**src/rtl/pipe_stall_ctrl_if.sv**
```systemverilog
// Stall/flush request and halt-code bundle between the pipeline stages and pipe_stall_ctrl.
// The master side raises requests; the slave side (pipe_stall_ctrl) returns halt codes and status.
interface pipe_stall_ctrl_if;
    logic        if_stall_req;
    logic        id_stall_req;
    logic        ex_flush_req;
    logic        mem_stall_req;
    logic [1:0]  pc_halt;
    logic [1:0]  if_id_halt;
    logic [1:0]  id_ex_halt;
    logic [1:0]  ex_mem_halt;
    logic [1:0]  mem_wb_halt;
    logic        if_abort;
    logic        stall_timeout;
    logic [31:0] perf_mem_stall;
    logic [31:0] perf_flush;

    modport master (
        output if_stall_req, id_stall_req, ex_flush_req, mem_stall_req,
        input  pc_halt, if_id_halt, id_ex_halt, ex_mem_halt, mem_wb_halt,
        input  if_abort, stall_timeout, perf_mem_stall, perf_flush
    );

    modport slave (
        input  if_stall_req, id_stall_req, ex_flush_req, mem_stall_req,
        output pc_halt, if_id_halt, id_ex_halt, ex_mem_halt, mem_wb_halt,
        output if_abort, stall_timeout, perf_mem_stall, perf_flush
    );
endinterface

```
**src/rtl/pipe_stall_ctrl.sv**
```systemverilog
// Central stall/flush sequencer for the 5-stage pipeline with a consecutive-stall watchdog.
// Optional performance counters are built when STALL_PERF_EN is defined.
module pipe_stall_ctrl #(
    parameter int WD_W     = 8,
    parameter int WD_LIMIT = 200
) (
    input  logic             clk,
    input  logic             rst,
    pipe_stall_ctrl_if.slave bus
);

    localparam logic [1:0] H_ADV  = 2'b00;
    localparam logic [1:0] H_RES  = 2'b01;
    localparam logic [1:0] H_BUB  = 2'b10;
    localparam logic [1:0] H_HOLD = 2'b11;

    localparam logic [WD_W-1:0] WD_MATCH = WD_W'(WD_LIMIT - 1);
    localparam logic [WD_W-1:0] WD_ONE   = WD_W'(1);

    // The one-cycle release is decoded as MEM_WAIT with mem_stall_req low; state then returns to RUN.
    typedef enum logic [0:0] {
        RUN      = 1'b0,
        MEM_WAIT = 1'b1
    } state_e;

    state_e            state_q, state_d;
    logic              flush_pend_q, flush_pend_d;
    logic [WD_W-1:0]   wd_cnt_q, wd_cnt_d;
    logic              timeout_q, timeout_d;

    logic [1:0]        pc_s, if_id_s, id_ex_s, ex_mem_s, mem_wb_s;
    logic              mem_row_s;
    logic              lite_stall_s;
    logic              flush_apply_s;
    logic              stall_row_s;

    // State, pending-flush, watchdog and timeout registers
    always_ff @(posedge clk) begin
        if (rst) begin
            state_q      <= RUN;
            flush_pend_q <= 1'b0;
            wd_cnt_q     <= '0;
            timeout_q    <= 1'b0;
        end else begin
            state_q      <= state_d;
            flush_pend_q <= flush_pend_d;
            wd_cnt_q     <= wd_cnt_d;
            timeout_q    <= timeout_d;
        end
    end

    // Priority resolution, next state and halt-code generation
    always_comb begin
        state_d       = state_q;
        flush_pend_d  = flush_pend_q;
        pc_s          = H_ADV;
        if_id_s       = H_ADV;
        id_ex_s       = H_ADV;
        ex_mem_s      = H_ADV;
        mem_wb_s      = H_ADV;
        mem_row_s     = 1'b0;
        lite_stall_s  = 1'b0;
        flush_apply_s = 1'b0;

        if (rst) begin
            state_d      = RUN;
            flush_pend_d = 1'b0;
            pc_s         = H_BUB;
            if_id_s      = H_BUB;
            id_ex_s      = H_BUB;
            ex_mem_s     = H_BUB;
            mem_wb_s     = H_BUB;
        end else begin
            case (state_q)
                RUN: begin
                    if (bus.mem_stall_req) begin
                        {pc_s, if_id_s, id_ex_s, ex_mem_s, mem_wb_s} = {H_HOLD, H_HOLD, H_HOLD, H_HOLD, H_BUB};
                        mem_row_s    = 1'b1;
                        state_d      = MEM_WAIT;
                        flush_pend_d = bus.ex_flush_req;
                    end else if (bus.ex_flush_req) begin
                        {pc_s, if_id_s, id_ex_s, ex_mem_s, mem_wb_s} = {H_ADV, H_BUB, H_BUB, H_ADV, H_ADV};
                        flush_apply_s = 1'b1;
                    end else if (bus.id_stall_req) begin
                        {pc_s, if_id_s, id_ex_s, ex_mem_s, mem_wb_s} = {H_HOLD, H_HOLD, H_BUB, H_ADV, H_ADV};
                        lite_stall_s = 1'b1;
                    end else if (bus.if_stall_req) begin
                        {pc_s, if_id_s, id_ex_s, ex_mem_s, mem_wb_s} = {H_HOLD, H_BUB, H_ADV, H_ADV, H_ADV};
                        lite_stall_s = 1'b1;
                    end else begin
                        state_d = RUN;
                    end
                end
                MEM_WAIT: begin
                    if (bus.mem_stall_req) begin
                        {pc_s, if_id_s, id_ex_s, ex_mem_s, mem_wb_s} = {H_HOLD, H_HOLD, H_HOLD, H_HOLD, H_BUB};
                        mem_row_s = 1'b1;
                        if (bus.ex_flush_req) begin
                            flush_pend_d = 1'b1;
                        end else begin
                            flush_pend_d = flush_pend_q;
                        end
                    end else begin
                        // Release cycle: held stages resume; id/if requests are deliberately ignored here.
                        state_d      = RUN;
                        flush_pend_d = 1'b0;
                        if (flush_pend_q || bus.ex_flush_req) begin
                            {pc_s, if_id_s, id_ex_s, ex_mem_s, mem_wb_s} = {H_RES, H_BUB, H_BUB, H_RES, H_ADV};
                            flush_apply_s = 1'b1;
                        end else begin
                            {pc_s, if_id_s, id_ex_s, ex_mem_s, mem_wb_s} = {H_RES, H_RES, H_RES, H_RES, H_ADV};
                        end
                    end
                end
                default: begin
                    state_d      = RUN;
                    flush_pend_d = 1'b0;
                end
            endcase
        end
    end

    assign stall_row_s = mem_row_s | lite_stall_s;

    // Watchdog: count consecutive stall rows, saturating; any non-stall cycle clears it
    always_comb begin
        wd_cnt_d  = '0;
        timeout_d = timeout_q;
        if (stall_row_s) begin
            wd_cnt_d  = (wd_cnt_q == '1) ? wd_cnt_q : (wd_cnt_q + WD_ONE);
            timeout_d = timeout_q | (wd_cnt_q == WD_MATCH);
        end else begin
            wd_cnt_d  = '0;
            timeout_d = timeout_q;
        end
    end

    assign bus.pc_halt       = pc_s;
    assign bus.if_id_halt    = if_id_s;
    assign bus.id_ex_halt    = id_ex_s;
    assign bus.ex_mem_halt   = ex_mem_s;
    assign bus.mem_wb_halt   = mem_wb_s;
    assign bus.if_abort      = flush_apply_s;
    assign bus.stall_timeout = timeout_q;

`ifdef STALL_PERF_EN
    logic [31:0] perf_mem_q;
    logic [31:0] perf_flush_q;

    // Performance counters: MEM-stall cycles and applied flushes, wrapping at 2^32
    always_ff @(posedge clk) begin
        if (rst) begin
            perf_mem_q   <= 32'h0;
            perf_flush_q <= 32'h0;
        end else begin
            perf_mem_q   <= perf_mem_q + {31'h0, mem_row_s};
            perf_flush_q <= perf_flush_q + {31'h0, flush_apply_s};
        end
    end

    assign bus.perf_mem_stall = perf_mem_q;
    assign bus.perf_flush     = perf_flush_q;
`else
    assign bus.perf_mem_stall = 32'h0;
    assign bus.perf_flush     = 32'h0;
`endif

endmodule

```
**src/flat_wrapper.sv**
```systemverilog
// flat-port wrapper written by rule: the top's interface ports become plain ports
module pipe_stall_ctrl_flat 
#(
    parameter int WD_W     = 8,
    parameter int WD_LIMIT = 200
)
  (clk, rst, bus_if_stall_req, bus_id_stall_req, bus_ex_flush_req, bus_mem_stall_req, bus_pc_halt, bus_if_id_halt, bus_id_ex_halt, bus_ex_mem_halt, bus_mem_wb_halt, bus_if_abort, bus_stall_timeout, bus_perf_mem_stall, bus_perf_flush);
  pipe_stall_ctrl_if bus_i ();
  input  logic clk;
  input  logic rst;
  input wire logic [$bits(bus_i.if_stall_req)-1:0] bus_if_stall_req;
  input wire logic [$bits(bus_i.id_stall_req)-1:0] bus_id_stall_req;
  input wire logic [$bits(bus_i.ex_flush_req)-1:0] bus_ex_flush_req;
  input wire logic [$bits(bus_i.mem_stall_req)-1:0] bus_mem_stall_req;
  output wire logic [$bits(bus_i.pc_halt)-1:0] bus_pc_halt;
  output wire logic [$bits(bus_i.if_id_halt)-1:0] bus_if_id_halt;
  output wire logic [$bits(bus_i.id_ex_halt)-1:0] bus_id_ex_halt;
  output wire logic [$bits(bus_i.ex_mem_halt)-1:0] bus_ex_mem_halt;
  output wire logic [$bits(bus_i.mem_wb_halt)-1:0] bus_mem_wb_halt;
  output wire logic [$bits(bus_i.if_abort)-1:0] bus_if_abort;
  output wire logic [$bits(bus_i.stall_timeout)-1:0] bus_stall_timeout;
  output wire logic [$bits(bus_i.perf_mem_stall)-1:0] bus_perf_mem_stall;
  output wire logic [$bits(bus_i.perf_flush)-1:0] bus_perf_flush;
  assign bus_i.if_stall_req = bus_if_stall_req;
  assign bus_i.id_stall_req = bus_id_stall_req;
  assign bus_i.ex_flush_req = bus_ex_flush_req;
  assign bus_i.mem_stall_req = bus_mem_stall_req;
  assign bus_pc_halt = bus_i.pc_halt;
  assign bus_if_id_halt = bus_i.if_id_halt;
  assign bus_id_ex_halt = bus_i.id_ex_halt;
  assign bus_ex_mem_halt = bus_i.ex_mem_halt;
  assign bus_mem_wb_halt = bus_i.mem_wb_halt;
  assign bus_if_abort = bus_i.if_abort;
  assign bus_stall_timeout = bus_i.stall_timeout;
  assign bus_perf_mem_stall = bus_i.perf_mem_stall;
  assign bus_perf_flush = bus_i.perf_flush;
  pipe_stall_ctrl #(.WD_W(WD_W), .WD_LIMIT(WD_LIMIT)) u_core (.clk(clk), .rst(rst), .bus(bus_i));
endmodule
```
**config.mk**
```make
export PLATFORM = sky130hd
export DESIGN_NAME = pipe_stall_ctrl_flat
export DESIGN_NICKNAME = d
export VERILOG_FILES = /design/src/rtl/pipe_stall_ctrl_if.sv /design/src/rtl/pipe_stall_ctrl.sv /design/src/flat_wrapper.sv
export SDC_FILE = /design/constraint.sdc
export NUM_CORES = 1
export LEC_CHECK = 0
export CORE_AREA = 2 2 59 61
export CTS_CLUSTER_DIAMETER = 150
export DETAILED_ROUTE_END_ITERATION = 6
export DIE_AREA = 0 0 61 63
export PLACE_DENSITY = 0.94
export SETUP_SLACK_MARGIN = 0.4
export SLEW_MARGIN = 15
export SYNTH_ARGS = -nofsm -noshare
export SYNTH_HDL_FRONTEND = slang
export SYNTH_SLANG_ARGS = --single-unit
```
**constraint.sdc**
```tcl
create_clock -name clk -period 2.8 [get_ports clk]
set_clock_uncertainty 0.2 [all_clocks]
set_input_delay 0.42 -clock clk [delete_from_list [all_inputs] [get_ports clk]]
set_output_delay 0.42 -clock clk [all_outputs]
set_load 0.1 [all_outputs]
```
# After elaboration in Yosys (flattened, before gate mapping)
# Index checks and enable logic that the tools add are counted.
[op_classes]
bitwise = 4
n_reduce_logical = 3
n_eq_ne = 4
n_mux = 43
n_addsub = 1
[op_table]
columns = ["op", "n"]
rows = [
  ["2-to-1 mux 2 bit", 21],
  ["equality test 8 bit, second input constant", 2],
  ["2-to-1 mux 1 bit", 16],
  ["case mux 2 bit (2 select lines)", 4],
  ["adder 8 x 1 -> 8 bit, second input constant", 1],
  ["case mux 1 bit (2 select lines)", 2],
  ["!= test 3 bit, second input constant", 1],
  ["!= test 2 bit, second input constant", 1],
  ["NOT 1 bit", 2],
  ["bitwise OR 1 bit", 2],
  ["AND reduction 2 bit", 1],
  ["OR reduction 2 bit", 1],
  ["logical OR 1 bit", 1],
]
[word_totals]
in_bits = 6
output_inout_bits = 76
word_cells = 59
reg_bits = 11

# Logic depth before layout (Yosys ltp)
# Gate-level depths: netlist (run 1).
[logic_depth]
word_depth = 9
mapped_depth = 5
mapped_depth_nobuf = 4

# Worst setup path before layout (run 1)
# Ideal clock, no wire load.
[synth_timing]
path_kind = "in2out"
from = "input rst"
to = "output bus_if_abort"
arrival_ns = 2.507
path_buffers = 1
stages = 3
t_required_ns = 2.180
path_slack_ns = -0.327
path_cell_list = "clkbuf_1 > or2_2 > nor2_1"
[synth_between]
elab_chain_cells = 1
[synth_rtl]
columns = ["item", "line_no", "source"]
rows = [
  ["from (decl)", "flat_wrapper.sv:10", "input logic rst;"],
  ["2-to-1 mux 1 bit", "pipe_stall_ctrl.sv:65", "if (rst) begin"],
  ["to (decl)", "flat_wrapper.sv:20", "output wire logic [$bits(bus_i.if_abort)-1:0] bus_if_abort;"],
]
# No other way between the ends.

# Worst setup path after layout (run 1)
[layout_timing]
from = "input bus_ex_flush_req"
to = "output bus_id_ex_halt[0]"
[layout_between]
elab_chain_cells = 5
elab_cells_between_ends = 7
cone_classes = "mux: 6; reduce/logical: 1"
[layout_rtl]
columns = ["item", "line_no", "source"]
rows = [
  ["from (decl)", "flat_wrapper.sv:13", "input wire logic [$bits(bus_i.ex_flush_req)-1:0] bus_ex_flush_req;"],
  ["logical OR 1 bit", "pipe_stall_ctrl.sv:107", "if (flush_pend_q || bus.ex_flush_req) begin"],
  ["2-to-1 mux 2 bit", "pipe_stall_ctrl.sv:107", ""],
  ["2-to-1 mux 2 bit", "pipe_stall_ctrl.sv:95", "if (bus.mem_stall_req) begin"],
  ["case mux 2 bit (2 select lines) (*)", "pipe_stall_ctrl.sv:74", "case (state_q)"],
  ["2-to-1 mux 2 bit (*)", "pipe_stall_ctrl.sv:65", ""],
  ["to (decl)", "flat_wrapper.sv:17", "output wire logic [$bits(bus_i.id_ex_halt)-1:0] bus_id_ex_halt;"],
]
# Every way passes the cells marked *; elsewhere a longest branch is shown, timed or not.

==> results of run 1 <==
## power by group through the flow
stage	logic, W	clock network [W]	registers (W)
after floorplan	0.000542	0	0.000166
final	0.000519	0.000111	0.000166
after global placement	0.000513	0	0.000169
after global routing	0.000529	0.000122	0.000167
after CTS	0.000516	0.000112	0.000165
after detailed placement	0.000515	0	0.000169
## final cells by class
class	instances	share of cell area
multi-input cells	127	0.548
repair buffers	17	0.209
flip-flops and latches	11	0.174
well taps	46	0.0454
clock buffers	4	0.0207
inverters	1	0.00296
## state kept, by name, summed over array words and instances, names as in the netlist
register and count:
u_core.bus.stall_timeout 1, u_core.flush_pend_q 1, u_core.state_q 1, u_core.wd_cnt_q 8
## worst register-to-register path: stages, from the launching register on
cell and delay (ns):
dfxtp_1 0.39, ha_1 0.33, nand4_2 0.20, or4_1 0.45, o31ai_2 0.18
## through the flow
step | worst slack, ns | hold slack (ns)
global route | 0.405 | 0.311
floorplan | 0.132 | 0.273
finish | 0.457 | 0.274
CTS | 0.419 | 0.283
global placement | 0.307 | 0.258
detailed placement | 0.255 | 0.267
## worst max-delay path by stage
stage | slack, ns | start | depth (start not counted) | endpoint
global placement | 0.31 | bus_mem_stall_req | 5 | bus_id_ex_halt[1]
detailed placement | 0.26 | bus_mem_stall_req | 5 | bus_id_ex_halt[1]
floorplan | 0.13 | rst | 3 | bus_if_abort
finish | 0.46 | bus_ex_flush_req | 4 | bus_id_ex_halt[0]
global route | 0.40 | bus_ex_flush_req | 4 | bus_pc_halt[0]
CTS | 0.42 | bus_mem_stall_req | 5 | bus_id_ex_halt[1]
## logic make-up (layout without fill, tap and decap cells)
group / after synthesis / in the layout / synth area share
AOI/OAI and AO/OA: 24 / 24 / 0.147
and+or+nand+nor: 36 / 36 / 0.175
DFF: 11 / 11 / 0.187
xor gates and xnor gates: 1 / 1 / 0.00743
buffers and inverters: 74 / 22 / 0.470
other: 1 / 65 / 0.00318
adders and majority gates: 1 / 1 / 0.0106
## layer usage
metal  vias up  GRT usage  part of all wire
met1       399      0.133              0.39
met3         5     0.0186             0.083
met4         0     0.0734             0.030
met2        55      0.157              0.50
li1        401          -                 -
met5         -          0                 0
## synth_stat cells, types with 2 or more instances
master / count / area share
a2111oi_2: 2 / 0.025
a21oi_1: 7 / 0.030
a31oi_1: 4 / 0.021
and3_1: 2 / 0.011
buf_2: 2 / 0.0085
buf_4: 67 / 0.43
buf_6: 3 / 0.029
dfxtp_1: 11 / 0.19
nand2_1: 4 / 0.013
nand2b_1: 3 / 0.016
nand3_1: 4 / 0.017
nor2_1: 8 / 0.025
nor3_1: 2 / 0.0085
nor4_1: 4 / 0.021
nor4b_1: 2 / 0.015
o21ai_0: 2 / 0.0085
o21bai_1: 2 / 0.013
or2_2: 2 / 0.011
## what timing repair did
action,in CTS,in global routing
hold buffers,0,0
pin swaps,0,0
setup endpoints to repair,2,3
resized for setup,2,1
==> flow_metrics.py, run 1 <==
metrics = {
    "sta": {
        "timing_hold_violations_final": 0,
        "fin_crit_sh": 0.837,
        "setup_tns_ns": 0,
        "fin_crit_ns": 2.34,
        "setup_viol": 0,
        "grt_setup_unrepaired": "no",
        "drv_slew": 0,
        "timing.fmax_ghz": 0.427,
    },
    "logic_synthesis": {
        "synthArstFlopShare": 0,
        "synth_cells": 148,
        "synth_seq_area_share": 0.187,
        "yosysUniqueCellTypes": 35,
        "netlist_area_um2": 1180,
        "synth_seq_cells": 11,
        "avgSynthCellArea_um2": 7.96,
        "synth_flop_cell": "dfxtp_1",
        "yosysWarnings": 0,
        "synth_edf_count": 0,
    },
    "clock_tree": {
        "h-tree-depth": 1,
        "clock-sinks": 11,
        "max-clock-path-buffers": 2,
        "postCtsSetupBuffers": 0,
        "cts_buffers": 3,
        "cts_root_buf": "clkbuf_4",
        "tritoncts": "yes",
        "worst_skew_pair.late_latency_ns": 0.27,
        "clkTransAtPathRegs_ns": 0.07,
    },
    "power_and_ir_drop": {
        "p_sw_frac": 0.667,
        "p_sw_w": 0.000530,
        "finalPower_w": 0.000795,
        "power.internal_w": 0.000265,
        "clockPowerShare": 0.140,
        "power_density_nw_per_um2": 628,
        "peakVddDrop_v": 0.000216,
        "p_seq_frac": 0.208,
        "leakagePower_nw": 0.573,
        "comb_power_share": 0.652,
    },
    "grt": {
        "grt-ovfl-total": 0,
        "grt_max_degree": 17,
        "grt.total_usage": 0.105,
        "antenna_found_initial": 0,
        "grt_pass1_wl_um": 3030,
        "grt_pass1_vias": 656,
    },
    "floorplan": {
        "core_um2": 3230,
        "start_util": 0.365,
        "die_h_um": 63,
        "die_area_um2": 3840,
        "row_count": 21,
        "die_w_um": 61,
        "io_pins": 82,
    },
    "worst_setup_path": {
        "crit_path_end_kind": "output port",
        "crit_path_start_kind": "input pin",
        "worst_ep_required_time_ns": 2.18,
        "cp_num_buf_inv": 2,
        "r2r_cells": 4,
        "reg2reg_slack_ns": 0.98,
        "critPathKind": "in2out",
        "cp_max_fo": 6,
        "max_stage_delay_ns": 0.55,
        "cp_top_family": "buffers and inverters",
        "cpMaxStageDelayCell": "clkdlybuf4s50_1",
        "cp.arrival_ns": 1.72,
        "crit_chain": "clkdlybuf4s50_1 > or2_2 > a21oi_2 > buf_12",
        "rr_startpoint": "u_core.wd_cnt_q[0]",
        "r2r_end": "u_core.bus.stall_timeout",
    },
    "placement": {
        "gp_congestion": 0.764,
        "place.detailed.instances": 202,
        "dp_hpwl_um": 1520,
        "dpl-instance-area_um2": 1230,
        "numPortBuffers": 16,
    },
    "finish": {
        "drive_gt1_frac": 0.194,
        "nets": 168,
        "layout_common_cells": "65 x conb_1, 11 x dfxtp_1, 10 x buf_12",
        "fillers": 323,
        "register_area_um2": 220,
        "diodes": 0,
        "fin_util": 0.392,
        "final_common_cell": "conb_1",
        "syn_to_final_growth_pct": 7.54,
        "fin_area_um2": 1270,
        "multi_input_area_um2": 694,
        "instances_no_fill": 206,
    },
    "worst_hold_path": {
        "min_path_type": "reg2reg",
        "min_from": "u_core.bus.stall_timeout",
        "hold_depth": 2,
        "hold_end": "u_core.bus.stall_timeout",
    },
    "drt": {
        "drtPass1Iterations": 6,
        "drcViolationCount": 0,
        "wl_per_cell_um": 9.69,
        "routed_wl_um": 2000,
        "vias": 860,
        "drt_iter0_drc": 32,
        "ant_nets": 0,
        "via_per_inst": 4.17,
    },
    "job": {
        "maxCapViolCount": 0,
    },
    "status": {
        "status": "finished clean",
    },
}
No activity file was read; power rests on OpenSTA's default activity.
==> run 2, diff against run 1 <==
--- a/config.mk
+++ b/config.mk
@@ -5,11 +5,11 @@
 export SDC_FILE = /design/constraint.sdc
 export NUM_CORES = 1
 export LEC_CHECK = 0
-export CORE_AREA = 2 2 59 61
+export CORE_AREA = 2 2 64 66
 export CTS_CLUSTER_DIAMETER = 150
 export DETAILED_ROUTE_END_ITERATION = 6
-export DIE_AREA = 0 0 61 63
-export PLACE_DENSITY = 0.94
+export DIE_AREA = 0 0 66 68
+export PLACE_DENSITY = 0.86
 export SETUP_SLACK_MARGIN = 0.4
 export SLEW_MARGIN = 15
 export SYNTH_ARGS = -nofsm -noshare
==> constraint.sdc (replaced) <==
create_clock -name clk -period 2.1 [get_ports clk]
set_clock_uncertainty 0.2 [all_clocks]
set_input_delay 0.315 -clock clk [delete_from_list [all_inputs] [get_ports clk]]
set_output_delay 0.315 -clock clk [all_outputs]
set_load 0.1 [all_outputs]
==> run 2 against run 1 <==
Effect of this change: sequential power increased by 34%; non-clock buffer count increased by 13; die area increased by 17%; global-route usage decreased by 0.48 points; register-to-register slack got worse by 0.51 ns; critical path type is now reg2out; final cell count increased by 8.3%; utilization increased by 0.69 points; critical path depth unchanged; design area increased by 21%; critical endpoint unchanged.
==> flow_metrics.py, run 2 (same netlist as run 1, synthesis figures left out) <==
metrics = {
    "worst_setup_path": {
        "cp_num_buf_inv": 1,
        "crit_path_start_kind": "register",
        "cpMaxStageDelayCell": "dfxtp_2",
        "crit_path_end_kind": "output port",
        "r2r_end": "u_core.bus.stall_timeout",
        "worst_ep_required_time_ns": 1.58,
        "r2r_cells": 4,
        "cp_top_family": "simple AND/OR/NAND/NOR gates",
        "crit_chain": "nand2b_4 > or2_4 > a21oi_4 > buf_12",
        "cp.arrival_ns": 1.27,
        "critPathKind": "reg2out",
        "reg2reg_slack_ns": 0.47,
        "crit_start": "u_core.flush_pend_q",
        "max_stage_delay_ns": 0.32,
        "rr_startpoint": "u_core.wd_cnt_q[0]",
        "cp_max_fo": 3,
    },
    "drt": {
        "wl_per_cell_um": 10.9,
        "drtPass1Iterations": 4,
        "drcViolationCount": 0,
        "via_per_inst": 4.04,
        "ant_nets": 0,
        "routed_wl_um": 2440,
        "drt_iter0_drc": 18,
        "vias": 902,
    },
    "placement": {
        "post-place-ws_ns": -0.0323,
        "gp_congestion": 0.868,
        "dp_hpwl_um": 1530,
        "numPortBuffers": 16,
    },
    "grt": {
        "antenna_found_initial": 0,
        "grt.total_usage": 0.101,
        "grt-ovfl-total": 0,
        "grt_pass1_vias": 669,
        "grt_max_degree": 17,
        "grt_pass1_wl_um": 3310,
    },
    "floorplan": {
        "die_area_um2": 4490,
        "start_util": 0.306,
        "core_um2": 3860,
        "io_pins": 82,
        "die_w_um": 66,
        "die_h_um": 68,
        "row_count": 23,
    },
    "sta": {
        "timing_hold_violations_final": 0,
        "drv_slew": 0,
        "setup_viol": 0,
        "setup_slack_ns": 0.317,
        "fin_crit_ns": 1.78,
        "grt_setup_unrepaired": "yes",
        "timing.fmax_ghz": 0.561,
        "fin_crit_sh": 0.849,
    },
    "finish": {
        "largest_register": "u_core.wd_cnt_q",
        "drive_gt1_frac": 0.341,
        "layout_common_cells": "65 x conb_1, 11 x buf_12, 10 x buf_4",
        "syn_to_final_growth_pct": 30.6,
        "final_common_cell": "conb_1",
        "nets": 181,
        "diodes": 0,
        "largest_reg_flops": 8,
    },
    "power_and_ir_drop": {
        "leakagePower_nw": 0.691,
        "power_density_nw_per_um2": 768,
        "finalPower_w": 0.00118,
        "peakVddDrop_v": 0.000347,
    },
    "clock_tree": {
        "clkTransAtPathRegs_ns": 0.05,
        "cts_buffers": 3,
        "h-tree-depth": 1,
        "tritoncts": "yes",
        "worst_skew_pair.late_latency_ns": 0.24,
        "cts_root_buf": "clkbuf_8",
        "clock-sinks": 11,
        "max-clock-path-buffers": 2,
    },
    "worst_hold_path": {
        "min_from": "bus_mem_stall_req",
        "hold_end": "u_core.flush_pend_q",
        "hold_depth": 4,
        "min_path_type": "in2reg",
    },
    "status": {
        "status": "finished clean",
    },
    "job": {
        "maxCapViolCount": 0,
    },
}
[run 2: cell types whose count changed in the layout (fill, tap and decap cells not counted), moves of 4 or more]
cell,before,now
buf_4,2,10
buf_6,0,5
a21oi_4,0,4
clkdlybuf4s50_1,5,0
dfxtp_1,11,7
[run 2: power breakdown]
part | switching [W] | internal [W] | total [W]
Combinational | 0.000648 | 0.0000985 | 0.000747
Sequential | 0.00000784 | 0.000214 | 0.000222
Clock | 0.0000800 | 0.000133 | 0.000213
[run 2: worst register-to-register path: cells and delay by family, from the launching register on]
kind,cells,cell delay (ns)
AOI/OAI and AO/OA,1,0.17
adders and majority gates,1,0.19
DFF,1,0.37
and+or+nand+nor,2,0.62
[run 2: worst max path at each step]
stage	end	cells after the start	slack [ns]
3_5_place_dp	u_core.wd_cnt_q[7]	4	-0.03
2_1_floorplan	bus_if_abort	3	0.22
6_report	bus_id_ex_halt[0]	4	0.32
4_1_cts	bus_if_id_halt[0]	4	0.29
5_1_grt	bus_id_ex_halt[0]	4	0.27
3_3_place_gp	u_core.wd_cnt_q[5]	4	0.03
[run 2: timing repair]
item,in CTS,in global routing
resized for setup,23,13
hold buffers,0,0
pin swaps,6,10
buffers inserted,6,4
setup endpoints to repair,19,10
[run 2: per-stage QoR]
step / setup TNS, ns / cell area (µm²) / std cells / util / hold WS (ns)
global placement: 0 / 1330 / 209 / 0.344 / 0.260
floorplan: 0 / 1550 / 212 / - / 0.273
finish: 0 / 1540 / 223 / 0.399 / 0.245
global route: 0 / 1540 / 223 / 0.399 / 0.278
CTS: 0 / 1450 / 219 / 0.376 / 0.278
detailed placement: -0.156 / 1330 / 209 / 0.344 / 0.266
[run 2: final cells by class]
class / instances / area, µm²
fillers: 398 / 2320
multi-input cells: 127 / 812
repair buffers: 30 / 385
flip-flops and latches: 11 / 230
well taps: 50 / 62.6
clock buffers: 4 / 45.0
inverters: 1 / 3.75
[run 2: per-layer routing]
layer	vias up	GRT usage	share of wire
met5	-	0	0
met4	0	0.0612	0.030
met3	6	0.0280	0.098
met2	56	0.189	0.54
met1	417	0.0978	0.33
li1	423	-	-
==> run 3, diff against run 2 <==
--- a/config.mk
+++ b/config.mk
@@ -5,11 +5,11 @@
 export SDC_FILE = /design/constraint.sdc
 export NUM_CORES = 1
 export LEC_CHECK = 0
-export CORE_AREA = 2 2 64 66
+export CORE_AREA = 2 2 62 64
 export CTS_CLUSTER_DIAMETER = 150
 export DETAILED_ROUTE_END_ITERATION = 6
-export DIE_AREA = 0 0 66 68
-export PLACE_DENSITY = 0.86
+export DIE_AREA = 0 0 64 66
+export PLACE_DENSITY = 0.87
 export SETUP_SLACK_MARGIN = 0.4
 export SLEW_MARGIN = 15
 export SYNTH_ARGS = -nofsm -noshare
==> constraint.sdc (replaced) <==
create_clock -name clk -period 1.8 [get_ports clk]
set_clock_uncertainty 0.2 [all_clocks]
set_input_delay 0.27 -clock clk [delete_from_list [all_inputs] [get_ports clk]]
set_output_delay 0.27 -clock clk [all_outputs]
set_load 0.1 [all_outputs]
==> run 3 against run 2 <==
Effect of this change: die area down 5.9%; sequential share of layout area is 1.4 points lower; clock power decreased by 19%; sequential power is 15% higher; combinational power is 19% higher; non-clock buffer count increased by 9; critical path depth did not move; count of clock-buffer cells in the layout did not move; hold slack lost 0.085 ns; global-route usage grew 0.64 points; critical endpoint unchanged; largest cell class unchanged; largest power group unchanged.
==> flow_metrics.py, run 3 (same netlist as run 1, synthesis figures left out) <==
metrics = {
    "drt": {
        "wl_per_cell_um": 11.6,
        "drt_iter0_drc": 40,
        "via_per_inst": 4.21,
        "vias": 969,
        "drcViolationCount": 0,
        "drtPass1Iterations": 4,
        "ant_nets": 0,
        "routed_wl_um": 2660,
    },
    "power_and_ir_drop": {
        "leakagePower_nw": 0.746,
        "power_density_nw_per_um2": 750,
        "finalPower_w": 0.00132,
        "peakVddDrop_v": 0.000379,
    },
    "worst_setup_path": {
        "r2r_end": "u_core.wd_cnt_q[3]",
        "crit_path_end_kind": "output port",
        "crit_chain": "nand2b_4 > or2_4 > a21oi_4 > buf_12",
        "worst_ep_required_time_ns": 1.33,
        "cp_max_fo": 3,
        "rr_startpoint": "u_core.wd_cnt_q[0]",
        "endpoint": "bus_id_ex_halt[0]",
        "cp_num_buf_inv": 1,
        "cpMaxStageDelayCell": "dfxtp_2",
        "max_stage_delay_ns": 0.32,
        "cp_top_family": "simple AND/OR/NAND/NOR gates",
        "crit_start": "u_core.flush_pend_q",
        "r2r_cells": 5,
        "crit_path_start_kind": "register",
        "critPathKind": "reg2out",
        "cp.arrival_ns": 1.30,
        "reg2reg_slack_ns": 0.22,
        "cp_num_cells": 4,
    },
    "finish": {
        "layout_common_cells": "65 x conb_1, 13 x buf_4, 11 x buf_6, 11 x buf_12, 6 x dfxtp_2",
        "nets": 190,
        "syn_to_final_growth_pct": 49.0,
        "diodes": 0,
        "drive_gt1_frac": 0.478,
        "fin_area_um2": 1760,
        "largest_register": "u_core.wd_cnt_q",
        "instances_no_fill": 230,
        "largest_reg_flops": 8,
        "final_common_cell": "conb_1",
    },
    "placement": {
        "numPortBuffers": 16,
        "place.detailed.instances": 214,
        "dpl-instance-area_um2": 1410,
        "dp_hpwl_um": 1700,
        "gp_congestion": 0.866,
    },
    "floorplan": {
        "die_h_um": 66,
        "die_w_um": 64,
        "start_util": 0.332,
        "io_pins": 82,
        "row_count": 22,
        "die_area_um2": 4220,
        "core_um2": 3550,
    },
    "clock_tree": {
        "max-clock-path-buffers": 2,
        "cts_buffers": 3,
        "clock-sinks": 11,
        "hold_buffers": 0,
        "clkTransAtPathRegs_ns": 0.07,
        "cts_root_buf": "clkbuf_4",
        "tritoncts": "yes",
        "worst_skew_pair.late_latency_ns": 0.27,
        "h-tree-depth": 1,
    },
    "grt": {
        "grt_pass1_wl_um": 3590,
        "grt.total_usage": 0.107,
        "antenna_found_initial": 0,
        "grt-ovfl-total": 0,
        "grt_max_degree": 11,
        "grt_pass1_vias": 791,
    },
    "sta": {
        "setup_tns_ns": 0,
        "fin_crit_ns": 1.77,
        "hold_slack_ns": 0.161,
        "fin_crit_sh": 0.984,
        "setup_viol": 0,
        "timing.fmax_ghz": 0.564,
        "drv_slew": 0,
        "timing_hold_violations_final": 0,
        "grt_setup_unrepaired": "yes",
    },
    "worst_hold_path": {
        "min_path_type": "in2reg",
    },
    "job": {
        "maxCapViolCount": 0,
    },
    "status": {
        "status": "finished clean",
    },
}
run 3: cell count changes in the layout (fill, tap and decap cells not counted), moves of 3 or more:
cell	previous run	this run
clkbuf_4	0	3
dfxtp_1	7	2
a21oi_1	3	0
buf_6	5	11
buf_4	10	13
nor4_1	4	1
clkbuf_8	3	0
dfxtp_2	2	6
run 3: how the worst min path moves through the flow:
stage                        from                   to  slack, ns  cells after the start
4_1_cts         bus_mem_stall_req       u_core.state_q       0.16                      3
3_5_place_dp   u_core.wd_cnt_q[1]   u_core.wd_cnt_q[1]       0.31                      2
6_report        bus_mem_stall_req       u_core.state_q       0.16                      3
2_1_floorplan   bus_mem_stall_req  u_core.flush_pend_q       0.23                      2
5_1_grt         bus_mem_stall_req       u_core.state_q       0.16                      3
3_3_place_gp   u_core.wd_cnt_q[1]   u_core.wd_cnt_q[1]       0.30                      2
run 3: per-layer routing:
metal / part of all wire / track usage / up-vias
met3: 0.083 / 0.0204 / 5
met2: 0.57 / 0.206 / 57
met4: 0.012 / 0.0326 / 0
li1: - / - / 443
met1: 0.34 / 0.117 / 464
met5: 0 / 0 / -
run 3: final cells by class:
class	instances	area [µm²]
fill	312	1790
multi-input combinational	127	945
timing repair buffer	39	483
sequential	11	239
tap	48	60.1
clock buffer	4	26.3
inverter	1	3.75
run 3: worst reg2reg max path, cell delays in order (launching register included):
cell	delay [ns]
dfxtp_4	0.36
ha_4	0.17
buf_6	0.11
and4_4	0.28
a21oi_4	0.08
a2111oi_4	0.28
run 3: metrics by stage:
step	setup slack (ns)	util
6_report	0.0281	0.495
5_1_grt	-0.0277	0.495
4_1_cts	0.00877	0.468
3_5_place_dp	-0.158	0.397
3_3_place_gp	-0.134	0.397
2_1_floorplan	0.0238	-
run 3: timing repair:
item / CTS / global route
pin swaps: 20 / 7
gates cloned: 0 / 0
buffers inserted: 10 / 2
resized for setup: 50 / 16
endpoints found under the setup margin: 19 / 19
run 3: power by group:
part,internal [W],switching [W],total (W)
logic,0.000128,0.000762,0.000890
clock network,0.0000858,0.0000870,0.000173
registers,0.000248,0.00000778,0.000255
total,0.000462,0.000857,0.00132
